$ cat src/rtl/zp_sub_array_if.sv
// rtl/zp_sub_array_if.sv - input/output beat streams of the zero-point subtractor
// Purpose: groups the input beat handshake (valid/ready/channel/data) and the
//          output beat handshake (valid/ready/data/saturation flags).
// Ports (signals):
//   in_valid_i, in_ready_o, in_ch_i[CH_W], in_data_i[LANES*DATA_W]
//   out_valid_o, out_ready_i, out_data_o[LANES*OUT_W], out_sat_o[LANES]
// Modports: master drives beats into the block and consumes results;
//           slave is the zp_sub_array side.
`timescale 1ns/1ps
interface zp_sub_array_if #(
    parameter int LANES  = 4,
    parameter int DATA_W = 32,
    parameter int OUT_W  = 32,
    parameter int CH_W   = 3
);
    logic                    in_valid_i;
    logic                    in_ready_o;
    logic [CH_W-1:0]         in_ch_i;
    logic [LANES*DATA_W-1:0] in_data_i;
    logic                    out_valid_o;
    logic                    out_ready_i;
    logic [LANES*OUT_W-1:0]  out_data_o;
    logic [LANES-1:0]        out_sat_o;

    modport master (
        output in_valid_i, in_ch_i, in_data_i, out_ready_i,
        input  in_ready_o, out_valid_o, out_data_o, out_sat_o
    );

    modport slave (
        input  in_valid_i, in_ch_i, in_data_i, out_ready_i,
        output in_ready_o, out_valid_o, out_data_o, out_sat_o
    );
endinterface

$ cat src/rtl/zp_sub_array.sv
// rtl/zp_sub_array.sv - multi-lane, multi-channel zero-point subtractor with 2-entry output buffer
// Purpose: subtracts a per-lane, per-channel zero point (from a loadable table)
//          from each beat of signed accumulator values; beats for unloaded
//          channels are consumed and flagged on the sticky err_o.
// Ports:
//   clk_i, rst_i (async, active-high), clr_i (sync clear of loaded bits, buffer, err_o)
//   zp_wr_i, zp_addr_i[CH_W], zp_data_i[LANES*ZP_W]   table write port
//   bus (zp_sub_array_if.slave)                      input and output beat streams
//   err_o                                            sticky dropped-beat flag
// Option: define ZP_SUB_SAT_EN to clamp results to OUT_W and report out_sat_o;
//         otherwise results wrap to the low OUT_W bits and out_sat_o is 0.
`timescale 1ns/1ps
module zp_sub_array #(
    parameter int LANES  = 4,
    parameter int DATA_W = 32,
    parameter int ZP_W   = 32,
    parameter int OUT_W  = 32,
    parameter int NUM_CH = 8,
    localparam int CH_W  = $clog2(NUM_CH)
) (
    input  logic                   clk_i,
    input  logic                   rst_i,
    input  logic                   clr_i,
    input  logic                   zp_wr_i,
    input  logic [CH_W-1:0]        zp_addr_i,
    input  logic [LANES*ZP_W-1:0]  zp_data_i,
    zp_sub_array_if.slave          bus,
    output logic                   err_o
);
    // Difference width that can never overflow, widened to OUT_W when the
    // output is wider so the narrowing slice below is always legal.
    localparam int DW = ((DATA_W > ZP_W) ? DATA_W : ZP_W) + 1;
    localparam int EW = (OUT_W > DW) ? OUT_W : DW;
    localparam logic [CH_W:0] NCH = (CH_W+1)'(NUM_CH);

    logic [LANES*ZP_W-1:0]  zp_tab [NUM_CH];
    logic [NUM_CH-1:0]      loaded;
    logic [LANES*OUT_W-1:0] mem_d [2];
    logic [LANES-1:0]       mem_s [2];
    logic                   rd_ptr, wr_ptr;
    logic [1:0]             count;

    logic                   wr_ok, ch_ok, bypass, hit, accept, push, pop;
    logic [LANES*ZP_W-1:0]  zp_sel;
    logic [LANES*OUT_W-1:0] res;
    logic [LANES-1:0]       sat;
    logic signed [EW-1:0]   d_ext, z_ext;
`ifdef ZP_SUB_SAT_EN
    logic signed [EW-1:0]   diff;
`endif

    assign bus.in_ready_o  = (count != 2'd2);
    assign bus.out_valid_o = (count != 2'd0);
    assign bus.out_data_o  = bus.out_valid_o ? mem_d[rd_ptr] : '0;
    assign bus.out_sat_o   = bus.out_valid_o ? mem_s[rd_ptr] : '0;

    assign accept = bus.in_valid_i && bus.in_ready_o;
    assign pop    = bus.out_valid_o && bus.out_ready_i;
    // A beat for an unloaded channel is consumed but never reaches the buffer.
    assign push   = accept && hit && !clr_i;

    always_comb begin
        wr_ok  = zp_wr_i && ({1'b0, zp_addr_i} < NCH);
        ch_ok  = {1'b0, bus.in_ch_i} < NCH;
        // Same-cycle write to the beat's channel is forwarded to the beat.
        bypass = wr_ok && (zp_addr_i == bus.in_ch_i);
        zp_sel = '0;
        if (bypass) begin
            zp_sel = zp_data_i;
        end else if (ch_ok) begin
            zp_sel = zp_tab[bus.in_ch_i];
        end
        hit   = ch_ok && (bypass || loaded[bus.in_ch_i]);
        res   = '0;
        sat   = '0;
        d_ext = '0;
        z_ext = '0;
`ifdef ZP_SUB_SAT_EN
        diff  = '0;
`endif
        for (int k = 0; k < LANES; k++) begin
            d_ext = {{(EW-DATA_W){bus.in_data_i[k*DATA_W+DATA_W-1]}}, bus.in_data_i[k*DATA_W +: DATA_W]};
            z_ext = {{(EW-ZP_W){zp_sel[k*ZP_W+ZP_W-1]}}, zp_sel[k*ZP_W +: ZP_W]};
`ifdef ZP_SUB_SAT_EN
            diff = d_ext - z_ext;
            // Fits in OUT_W only if all bits from OUT_W-1 upward agree.
            if (!((&diff[EW-1:OUT_W-1]) || !(|diff[EW-1:OUT_W-1]))) begin
                res[k*OUT_W +: OUT_W] = diff[EW-1] ? {1'b1, {(OUT_W-1){1'b0}}}
                                                   : {1'b0, {(OUT_W-1){1'b1}}};
                sat[k] = 1'b1;
            end else begin
                res[k*OUT_W +: OUT_W] = diff[OUT_W-1:0];
            end
`else
            res[k*OUT_W +: OUT_W] = OUT_W'(d_ext - z_ext);
`endif
        end
    end

    always_ff @(posedge clk_i or posedge rst_i) begin
        if (rst_i) begin
            for (int i = 0; i < NUM_CH; i++) begin
                zp_tab[i] <= '0;
            end
            loaded   <= '0;
            mem_d[0] <= '0;
            mem_d[1] <= '0;
            mem_s[0] <= '0;
            mem_s[1] <= '0;
            rd_ptr   <= 1'b0;
            wr_ptr   <= 1'b0;
            count    <= 2'd0;
            err_o    <= 1'b0;
        end else begin
            if (wr_ok) begin
                zp_tab[zp_addr_i] <= zp_data_i;
            end
            if (clr_i) begin
                loaded <= '0;
                rd_ptr <= 1'b0;
                wr_ptr <= 1'b0;
                count  <= 2'd0;
                err_o  <= 1'b0;
            end else begin
                if (accept && !hit) begin
                    err_o <= 1'b1;
                end
                if (push) begin
                    mem_d[wr_ptr] <= res;
                    mem_s[wr_ptr] <= sat;
                    wr_ptr        <= ~wr_ptr;
                end
                if (pop) begin
                    rd_ptr <= ~rd_ptr;
                end
                case ({push, pop})
                    2'b10:   count <= count + 2'd1;
                    2'b01:   count <= count - 2'd1;
                    default: count <= count;
                endcase
            end
            // Placed after the clear so a same-cycle write keeps its entry loaded.
            if (wr_ok) begin
                loaded[zp_addr_i] <= 1'b1;
            end
        end
    end
endmodule

$ cat src/flat_wrapper.sv
// flat-port wrapper written by rule: the top's interface ports become plain ports
module zp_sub_array_flat 
#(
    parameter int LANES  = 4,
    parameter int DATA_W = 32,
    parameter int ZP_W   = 32,
    parameter int OUT_W  = 32,
    parameter int NUM_CH = 8,
    localparam int CH_W  = $clog2(NUM_CH)
)
  (clk_i, rst_i, clr_i, zp_wr_i, zp_addr_i, zp_data_i, err_o, bus_in_valid_i, bus_in_ch_i, bus_in_data_i, bus_out_ready_i, bus_in_ready_o, bus_out_valid_o, bus_out_data_o, bus_out_sat_o);
  zp_sub_array_if #(.LANES(LANES), .DATA_W(DATA_W), .OUT_W(OUT_W)) bus_i ();
  input  logic clk_i;
  input  logic rst_i;
  input  logic clr_i;
  input  logic zp_wr_i;
  input  logic [CH_W-1:0] zp_addr_i;
  input  logic [LANES*ZP_W-1:0] zp_data_i;
  output logic err_o;
  input wire logic [$bits(bus_i.in_valid_i)-1:0] bus_in_valid_i;
  input wire logic [$bits(bus_i.in_ch_i)-1:0] bus_in_ch_i;
  input wire logic [$bits(bus_i.in_data_i)-1:0] bus_in_data_i;
  input wire logic [$bits(bus_i.out_ready_i)-1:0] bus_out_ready_i;
  output wire logic [$bits(bus_i.in_ready_o)-1:0] bus_in_ready_o;
  output wire logic [$bits(bus_i.out_valid_o)-1:0] bus_out_valid_o;
  output wire logic [$bits(bus_i.out_data_o)-1:0] bus_out_data_o;
  output wire logic [$bits(bus_i.out_sat_o)-1:0] bus_out_sat_o;
  assign bus_i.in_valid_i = bus_in_valid_i;
  assign bus_i.in_ch_i = bus_in_ch_i;
  assign bus_i.in_data_i = bus_in_data_i;
  assign bus_i.out_ready_i = bus_out_ready_i;
  assign bus_in_ready_o = bus_i.in_ready_o;
  assign bus_out_valid_o = bus_i.out_valid_o;
  assign bus_out_data_o = bus_i.out_data_o;
  assign bus_out_sat_o = bus_i.out_sat_o;
  zp_sub_array #(.LANES(LANES), .DATA_W(DATA_W), .ZP_W(ZP_W), .OUT_W(OUT_W), .NUM_CH(NUM_CH)) u_core (.clk_i(clk_i), .rst_i(rst_i), .clr_i(clr_i), .zp_wr_i(zp_wr_i), .zp_addr_i(zp_addr_i), .zp_data_i(zp_data_i), .bus(bus_i), .err_o(err_o));
endmodule
$ cat config.mk
export PLATFORM = sky130hd
export DESIGN_NAME = zp_sub_array_flat
export DESIGN_NICKNAME = d
export VERILOG_FILES = /design/src/rtl/zp_sub_array_if.sv /design/src/rtl/zp_sub_array.sv /design/src/flat_wrapper.sv
export SDC_FILE = /design/constraint.sdc
export NUM_CORES = 2
export LEC_CHECK = 0
export CAP_MARGIN = 20
export CORE_UTILIZATION = 60
export DETAILED_ROUTE_END_ITERATION = 7
export MAX_ROUTING_LAYER = met4
export PLACE_DENSITY = 0.89
export SYNTH_ARGS = -nofsm -noshare
export SYNTH_HDL_FRONTEND = slang
export SYNTH_SLANG_ARGS = --single-unit
$ cat constraint.sdc
create_clock -name clk_i -period 61 [get_ports clk_i]
set_clock_uncertainty 0.1 [all_clocks]
set_input_delay 9.15 -clock clk_i [delete_from_list [all_inputs] [get_ports clk_i]]
set_output_delay 9.15 -clock clk_i [all_outputs]
set_load 0.01 [all_outputs]
==> flow_summary.toml <==
[timing]
period_share_pct = 24.7
setup_viol = 0
rsz0062_at_grt = "no"
max_slew_margin_pct = 17.9
min_period_ns = 15.09
finalHoldViolCount = 0
tns_ns = 0
fmax_mhz = 66.3
report.final.slew_viol_count = 0
tightest_slew_ns = 1.23

[layout]
fin_area_mm2 = 0.0738
multi_input_area_mm2 = 0.0302
fin_nets = 5630
syn2layout_area_growth_pct = 15.2
drive_above_1_share_pct = 29.6
nFillCells = 6719
ff_latch_area_mm2 = 0.0326
instances_no_fill = 6750
fin_util_pct = 69.9

[global_route]
overflow = 0
grt_pass1_wl_um = 258000
antenna_found_initial = 24
grt_pass1_vias = 45100
grt_usage_pct = 31.9
grt_max_degree = 208

[detailed_routing]
drtIter0Drc = 3360
drtPass1Iterations = 8
drt-total-wl_um = 165000
routedWlPerCell_um = 24.4
viasPerCell = 6.35
drtAntennaViolNets = 0
drc = 24
vias = 42800

[die]
core_mm2 = 0.106
num_rows = 119
initial_core_util_pct = 60.6
pin_count = 403
die_y_um = 329
dieWidth_um = 329
die_area_mm2 = 0.108

[worst_setup_path]
r2r_end = "u_core.mem_d[126]"
cp_max_fo = 75
endpoint_kind = "register"
reg2reg_setup_slack_ns = 56.16
crit_type = "in2reg"
crit_path_start_kind = "input port"
r2r_cells = 16
r2r-start = "u_core.zp_tab[992]"
crit_required_ns = 61.49
worstPathArrival_ns = 15.58

[outcome]
status = "finished with violations"
violations = "design-rule violations"

[synthesis]
syn-cell-area_mm2 = 0.0640
synth_commonest_cells = "1,301 x dfrtp_1, 1,024 x mux2_2, 458 x nand2_1, 417 x o21ai_0, 261 x mux2i_1"
yosysWarnings = 0
syn_avg_cell_area_um2 = 12.9
ys_ff_latch = 1301
netlist_top_cells_area = "dfrtp_1 51%, mux2_2 18%, mux4_2 9.1%, mux2i_1 4.1%, o21ai_0 3.3%"
synth_most_common_cell = "dfrtp_1"
synth_top_area_share_pct = 50.9
syn_inst = 4944
synth_flop_cell = "dfrtp_1"
synth_cell_types = 72
ys_seq_area_share_pct = 50.9
ys_async_sr_fraction_pct = 100
synth_area_leader_cell = "dfrtp_1"
synth_edf_count = 0
synth_nets = 5340

[pwr]
leakagePower_nw = 31.8
p_total_mw = 2.77
irDropWorstVdd_uv = 25.9
p_per_area_mw_per_mm2 = 37.6

[placed_design]
postPlaceCellArea_mm2 = 0.0692
place_inst = 6482
place_congestion = 0.935
dp_hpwl_um = 99500
port_buffers = 402

[clock_tree]
numClockSinks = 1301
htree_levels = 4
cts_buffer_depth = 3
cts-resized-gates = 0
clk_pin_slew_ns = 0.06
root_buffer = "clkbuf_16"
cts_tree = "yes"
clock_latency_ns = 0.74
post_cts_buffers = 0
cts_hold_buf = 0
cts-buffers-inserted = 137

[min_path]
min_from = "u_core.mem_d[97]"
holdPathStages = 2
hold_path.class = "reg2reg"
worstHoldEndpoint = "u_core.mem_d[97]"

[job]
drv_cap = 0
routing by layer:
metal | global-route usage [%] | part of all wire, % | vias to the layer above
met5 | - | 0 | -
met2 | 52.4 | 51 | 1540
li1 | - | - | 18600
met1 | 39.6 | 40 | 22300
met4 | 13.2 | 3.5 | 0
met3 | 4.86 | 5.7 | 368
critical path: stages:
cell and delay [ns]:
clkdlybuf4s50_1 0.60, xnor2_1 0.21, nand4_1 0.30, buf_4 0.43, buf_4 0.61, buf_4 0.79
nor2_1 0.11, a21oi_1 0.33, ha_1 0.25, inv_1 0.07, fa_1 0.44, a21o_1 0.20
a21oi_1 0.21, nor2b_1 0.09, o21a_1 0.24, a311o_1 0.42, a41oi_2 0.47, o21ai_2 0.19
a21boi_1 0.18, xnor2_1 0.15, o21ai_0 0.09
metrics by stage:
step / setup WS (ns) / hold WS (ns)
after detailed placement: 45.11 / 0.368
after global placement: 45.33 / 0.357
after global routing: 45.52 / 0.396
final: 45.92 / 0.377
after floorplan: 15.08 / 0.345
after CTS: 45.86 / 0.382
worst max-delay path by stage:
| stage | start | endpoint | slack [ns] | cells past startpoint |
|---|---|---|---|---|
| final | zp_addr_i[0] | u_core.mem_d[154] | 45.92 | 21 |
| after global routing | bus_in_ch_i[0] | u_core.mem_d[28] | 45.52 | 21 |
| after CTS | bus_in_ch_i[0] | u_core.mem_d[154] | 45.86 | 21 |
| after detailed placement | bus_in_ch_i[0] | u_core.mem_d[154] | 45.11 | 21 |
| after global placement | bus_in_ch_i[0] | u_core.mem_d[154] | 45.33 | 21 |
| after floorplan | rst_i | u_core.count[0] | 15.08 | 1 |
power breakdown:
| part | switching (mW) | leakage [nW] | internal [mW] |
|---|---|---|---|
| sequential | 0.118 | 15.9 | 1.08 |
| combinational | 0.374 | 13.6 | 0.379 |
| clock | 0.345 | 2.20 | 0.482 |
| total | 0.837 | 31.8 | 1.94 |
registers in the layout, indices dropped and copies added, names as in the netlist:
signal / flops
u_core.loaded: 8
u_core.mem_s: 8
u_core.wr_ptr: 1
u_core.mem_d: 256
u_core.count: 2
u_core.zp_tab: 1024
u_core.err_o: 1
u_core.rd_ptr: 1
area by class of cell:
class,count,area share [%]
tap,1391,2.36
timing repair buffer,458,6.27
clock inverter,34,0.466
clock buffer,206,5.56
antenna,24,0.0814
multi-input combinational,3296,40.9
sequential,1301,44.1
inverter,40,0.214
kinds of logic after synthesis:
logic type	synth area share (%)
simple gates	5.17
fa+ha+maj	2.55
flops	50.9
compound gates	6.48
mux	31.2
buf+inv	2.11
xor+xnor	1.66
cells in the final DEF, fill, tap and decap left out, drive strengths merged, types with 19 or more instances in the layout:
cell / instances
xnor2: 69
mux2i: 261
a21o: 66
mux4: 258
mux2: 1024
nor2: 195
a21oi: 104
nand3: 19
diode: 24
dfrtp: 1301
clkdlybuf4s50: 399
ha: 124
xor2: 52
inv: 45
buf: 58
clkbuf: 207
o21ai: 429
clkinv: 24
nand2: 458
Power figures use the tool's default switching activity.
